--- src/rtl/alu_lockstep_pkg.sv ---
// Shared types and helpers for the lockstep ALU pipeline.
// Optional fault injection is enabled with ALU_FAULT_INJECT_EN.
package alu_lockstep_pkg;

  typedef enum logic [1:0] {
    OP_ADD = 2'b00,
    OP_SUB = 2'b01,
    OP_AND = 2'b10,
    OP_OR  = 2'b11
  } op_e;

  localparam int DEF_WIDTH = 8;
  localparam int DEF_LANES = 2;

  function automatic int lane_lo(
    input int lane,
    input int width
  );
    return lane * width;
  endfunction

endpackage

--- src/rtl/alu_lane.sv ---
// Combinational single-lane ALU: add, sub, and, or.
// Carry is the WIDTH+1 bit of the sum; for sub it means no borrow.
module alu_lane
  import alu_lockstep_pkg::*;
#(
  parameter int WIDTH = DEF_WIDTH
) (
  input  logic [WIDTH-1:0] a,
  input  logic [WIDTH-1:0] b,
  input  logic [1:0]       sel,
  output logic [WIDTH-1:0] result,
  output logic             carry
);

  logic [WIDTH:0] sum;

  always_comb begin
    sum = '0;
    unique case (op_e'(sel))
      OP_ADD: sum = {1'b0, a} + {1'b0, b};
      OP_SUB: sum = {1'b0, a} + {1'b0, ~b}
                  + {{WIDTH{1'b0}}, 1'b1};
      OP_AND: sum = {1'b0, a & b};
      OP_OR:  sum = {1'b0, a | b};
      default: sum = '0;
    endcase
  end

  assign result = sum[WIDTH-1:0];
  assign carry  = sum[WIDTH];

endmodule

--- src/rtl/alu_lockstep_pipe.sv ---
// Multi-lane ALU behind a stalling valid/ready pipeline with lockstep
// pair comparison. ALU_FAULT_INJECT_EN adds the fault_inj input.
module alu_lockstep_pipe
  import alu_lockstep_pkg::*;
#(
  parameter int WIDTH = DEF_WIDTH,
  parameter int LANES = DEF_LANES,
  parameter int PIPE  = 2,
  parameter int ERR_W = 8
) (
  input  logic                   clk,
  input  logic                   resetb,
  input  logic                   in_valid,
  output logic                   in_ready,
  input  logic [LANES*WIDTH-1:0] a,
  input  logic [LANES*WIDTH-1:0] b,
  input  logic [LANES*2-1:0]     sel,
  input  logic                   lockstep_en,
`ifdef ALU_FAULT_INJECT_EN
  input  logic                   fault_inj,
`endif
  output logic                   out_valid,
  input  logic                   out_ready,
  output logic [LANES*WIDTH-1:0] result,
  output logic [LANES-1:0]       carry,
  output logic [LANES/2-1:0]     mismatch,
  output logic [ERR_W-1:0]       err_count,
  input  logic                   err_clr
);

  localparam int PAIRS = LANES / 2;
  localparam int LW    = LANES * WIDTH;

  if (LANES < 2 || LANES % 2 != 0) begin : g_lanes_chk
    $fatal(1, "LANES must be even and >= 2");
  end
  if (PIPE < 1 || PIPE > 4) begin : g_pipe_chk
    $fatal(1, "PIPE must be 1..4");
  end
  if (WIDTH < 2) begin : g_width_chk
    $fatal(1, "WIDTH must be >= 2");
  end

  logic [LW-1:0]    alu_res;
  logic [LW-1:0]    res_d;
  logic [LANES-1:0] alu_cy;

  for (genvar l = 0; l < LANES; l++) begin : g_lane
    alu_lane #(
      .WIDTH(WIDTH)
    ) u_lane (
      .a     (a[lane_lo(l, WIDTH) +: WIDTH]),
      .b     (b[lane_lo(l, WIDTH) +: WIDTH]),
      .sel   (sel[2*l +: 2]),
      .result(alu_res[lane_lo(l, WIDTH) +: WIDTH]),
      .carry (alu_cy[l])
    );
  end

  // Fault flips lane 1 LSB only, so pair 0 sees a mismatch.
  always_comb begin
    res_d = alu_res;
`ifdef ALU_FAULT_INJECT_EN
    res_d[WIDTH] = alu_res[WIDTH] ^ fault_inj;
`endif
  end

  logic [PIPE-1:0]  vld;
  logic [PIPE-1:0]  lsf;
  logic [LW-1:0]    res_q [PIPE];
  logic [LANES-1:0] cy_q  [PIPE];
  logic             adv;

  assign out_valid = vld[PIPE-1];
  assign adv       = !out_valid || out_ready;
  assign in_ready  = adv;

  always_ff @(posedge clk or negedge resetb) begin
    if (!resetb) begin
      vld <= '0;
      lsf <= '0;
      for (int i = 0; i < PIPE; i++) begin
        res_q[i] <= '0;
        cy_q[i]  <= '0;
      end
    end else if (adv) begin
      vld[0]   <= in_valid;
      lsf[0]   <= in_valid & lockstep_en;
      res_q[0] <= res_d;
      cy_q[0]  <= alu_cy;
      for (int i = 1; i < PIPE; i++) begin
        vld[i]   <= vld[i-1];
        lsf[i]   <= lsf[i-1];
        res_q[i] <= res_q[i-1];
        cy_q[i]  <= cy_q[i-1];
      end
    end
  end

  assign result = res_q[PIPE-1];
  assign carry  = cy_q[PIPE-1];

  for (genvar p = 0; p < PAIRS; p++) begin : g_pair
    localparam int L0 = 2 * p;
    localparam int L1 = 2 * p + 1;
    assign mismatch[p] = lsf[PIPE-1] & out_valid &
      ({carry[L0], result[lane_lo(L0, WIDTH) +: WIDTH]} !=
       {carry[L1], result[lane_lo(L1, WIDTH) +: WIDTH]});
  end

  always_ff @(posedge clk or negedge resetb) begin
    if (!resetb) begin
      err_count <= '0;
    end else if (err_clr) begin
      err_count <= '0;
    end else if (out_valid && out_ready && (|mismatch)
                 && !(&err_count)) begin
      err_count <= err_count + ERR_W'(1);
    end
  end

endmodule

--- config.mk ---
export PLATFORM = sky130hd
export DESIGN_NAME = alu_lockstep_pipe
export DESIGN_NICKNAME = d
export VERILOG_FILES = /design/src/rtl/alu_lockstep_pkg.sv /design/src/rtl/alu_lane.sv /design/src/rtl/alu_lockstep_pipe.sv
export SDC_FILE = /design/constraint.sdc
export NUM_CORES = 1
export LEC_CHECK = 0
export BUFFER_PORTS_ARGS = -buffer_cell sky130_fd_sc_hd__buf_2
export CORE_MARGIN = 5
export CORE_UTILIZATION = 59
export CTS_CLUSTER_DIAMETER = 80
export DETAILED_ROUTE_END_ITERATION = 16
export PLACE_DENSITY = 0.9
export SETUP_SLACK_MARGIN = 0.4
export SLEW_MARGIN = 5
export SYNTH_ARGS = -nofsm -noshare
export SYNTH_HDL_FRONTEND = slang
export SYNTH_HIERARCHICAL = 1
export SYNTH_SLANG_ARGS = --single-unit
--- constraint.sdc ---
create_clock -name clk -period 5.1 [get_ports clk]
set_input_delay 0.255 -clock clk [delete_from_list [all_inputs] [get_ports clk]]
set_output_delay 0.255 -clock clk [all_outputs]
set_load 0.02 [all_outputs]
==> results.json <==
{
  "run_status": "finished, final reports clean",
  "synthSimpleGateAreaFrac": 0.138,
  "post_cts_buffers": 0,
  "synthArstFlopShare": 1.00,
  "synth_edf_count": 0,
  "h-tree-depth": 2,
  "slew_violations": 0,
  "critical-path-slowest-cell": "nor4_4",
  "synth_top_family_by_area": "adder cells",
  "fin_nets": 590,
  "synth_compound_area_frac": 0.150,
  "dr.pass1.iters": 5,
  "worstPathCellList": "xnor2_1, nand3_1, nor4_4, nor2_1, buf_2",
  "drc": 0,
  "worstMarginPinSlew_ns": 1.04,
  "critPathRequiredTime_ns": 4.85,
  "min_path_type": "primary input to asynchronous set/reset pin",
  "grt_pass1_wl_um": 15200,
  "synth_seq_cells": 48,
  "die_h_um": 95.5,
  "area_growth_syn_to_layout_pct": 8.59,
  "io_pins": 71,
  "grt_pass1_vias": 3359,
  "arrival_ns": 1.96,
  "cap_violations": 0,
  "track_usage": 0.207,
  "wire_per_inst_um": 15.4,
  "synth_nets": 548,
  "fillers": 567,
  "wl_um": 9140,
  "leakagePower_nw": 2.21,
  "vias_per_cell": 5.87,
  "crit_buf_inv": 1,
  "ant_nets": 0,
  "clock_skew_ns": 0.0127,
  "vias": 3485,
  "antenna_found_initial": 0,
  "num_rows": 31,
  "numCtsBuffers": 5,
  "hold_ws_ns": 0.131,
  "drtIter0Drc": 297,
  "fmax_mhz": 452,
  "relSlewSlack": 0.306,
  "cts_root_buf": "clkbuf_8",
  "io_buffers": 70,
  "multi_input_area_mm2": 0.00270,
  "syn_area_mm2": 0.00431,
  "powerDensity_mw_per_mm2": 281,
  "final_cell_mix": "buf_2 (70), ha_1 (49), dfrtp_1 (48), inv_1 (47), mux2_2 (42)",
  "drive_above_1_share": 0.271,
  "path_clk_slew_ns": 0.09,
  "gp_congestion": 0.894,
  "synth_flop_cell": "dfrtp_1",
  "cp_top_family": "simple AND/OR/NAND/NOR gates",
  "tritoncts": "done",
  "start_kind": "flip-flop",
  "ys_seq_area_frac": 0.279,
  "vdd.ir_drop.worst_uv": 158,
  "start_util": 0.601,
  "cts-resized-gates": 0,
  "die_area_mm2": 0.00912,
  "finalHoldViolCount": 0,
  "yosys_warnings": 6,
  "regArea_mm2": 0.00120,
  "grt-ovfl-total": 0,
  "crit_fanout": 15,
  "critPathCaptureType": "primary output",
  "clock_latency_ns": 0.30,
  "grt_max_degree": 49,
  "synth_cell_types": 56,
  "dp_hpwl_um": 7100,
  "synthCells": 453,
  "core_area_mm2": 0.00718,
  "cts_num_sinks": 48,
  "fin_util": 0.653,
  "syn_avg_cell_area_um2": 9.52,
  "setup_viol": 0,
  "synth.area.mux_share": 0.140,
  "tns_ns": 0,
  "period_share": 0.434,
  "crit_type": "flip-flop to primary output",
  "rsz0062_at_grt": "false",
  "synth_fa_ha_area_frac": 0.161,
  "slowest_delay_ns": 0.62,
  "cts_buffer_depth": 2,
  "post-route-min-period_ns": 2.21,
  "cts-hold-fix-buffers": 0,
  "diodes": 0,
  "layout_commonest_cell": "buf_2",
  "dieWidth_um": 95.5,
  "synth-xor-area-share": 0.0345
}
## final timing paths
kind,startpoint,to,cells past startpoint,slack [ns]
setup / recovery,carry[1]$_DFFE_PN0P_,mismatch,5,2.89
hold / removal,resetb,err_count[0]$_DFFE_PN0P_,1,0.13
setup reg to reg,err_count[0]$_DFFE_PN0P_,err_count[7]$_DFFE_PN0P_,6,3.11
hold reg to reg,vld[0]$_DFFE_PN0P_,vld[1]$_DFFE_PN0P_,1,0.48
max in group asynchronous,resetb,res_q[29]$_DFFE_PN0P_,1,4.32
min in group clk,lockstep_en,lsf[0]$_DFFE_PN0P_,3,0.19
## power by group
group          internal [mW]  switching [mW]
clock network          0.193           0.123
logic                  0.216           0.268
registers              0.456          0.0618
## cells in the mapped netlist (5+ instances only)
cell,number,area [um2]
nor3_1,10,50.1
nor2_1,26,97.6
inv_1,47,176
mux2_2,42,473
nand2_1,15,56.3
or3_1,5,31.3
buf_2,8,40.0
xnor2_1,13,114
ha_1,49,613
dfrtp_1,48,1200
nand3_1,8,40.0
nor2b_1,12,75.1
nand2b_1,6,37.5
buf_4,21,158
a21oi_1,30,150
o21ai_0,12,60.1
## final cells by class
type                    instances  area share
clock buffers                   5      0.0147
clock inverters                 2      0.0128
inverters                      49      0.0393
multi-input cells             321       0.575
flip-flops and latches         48       0.256
well taps                      99      0.0264
repair buffers                 70      0.0748
## metal layers
| metal | wire length [um] | track usage | vias to the layer above | share of wire |
|---|---|---|---|---|
| li1 | - | - | 1667 | - |
| met1 | 3910 | 0.285 | 1676 | 0.43 |
| met2 | 4410 | 0.339 | 129 | 0.48 |
| met3 | 715 | 0.0403 | 13 | 0.078 |
| met4 | 107 | 0.0438 | 0 | 0.012 |
| met5 | 0 | 0 | - | 0 |
## state kept, by name, indices dropped and copies added (netlist names)
register	count
carry	2
err_count	8
result	16
cy_q	2
vld	2
lsf	2
res_q	16
## cells by family (layout without fill, tap and decap cells)
group                    after synthesis  after routing
AND/OR/NAND/NOR                      105            105
AO/OA/AOI/OAI                         96             96
buffers and inverters                 84            126
adder cells (fa/ha/maj)               53             53
multiplexers                          50             50
flip-flops                            48             48
XOR/XNOR                              17             17
## metrics by stage
stage               instances  cell area [um2]  setup WS, ns  power [mW]
floorplan                 453             4310          3.01       0.915
global placement          587             4550          2.74       0.986
global route              594             4680          2.65        1.40
finish                    594             4680          2.89        1.32
CTS                       594             4680          2.88        1.32
detailed placement        587             4550          2.68        1.01
Note: power is estimated with default switching activity, not from simulation.
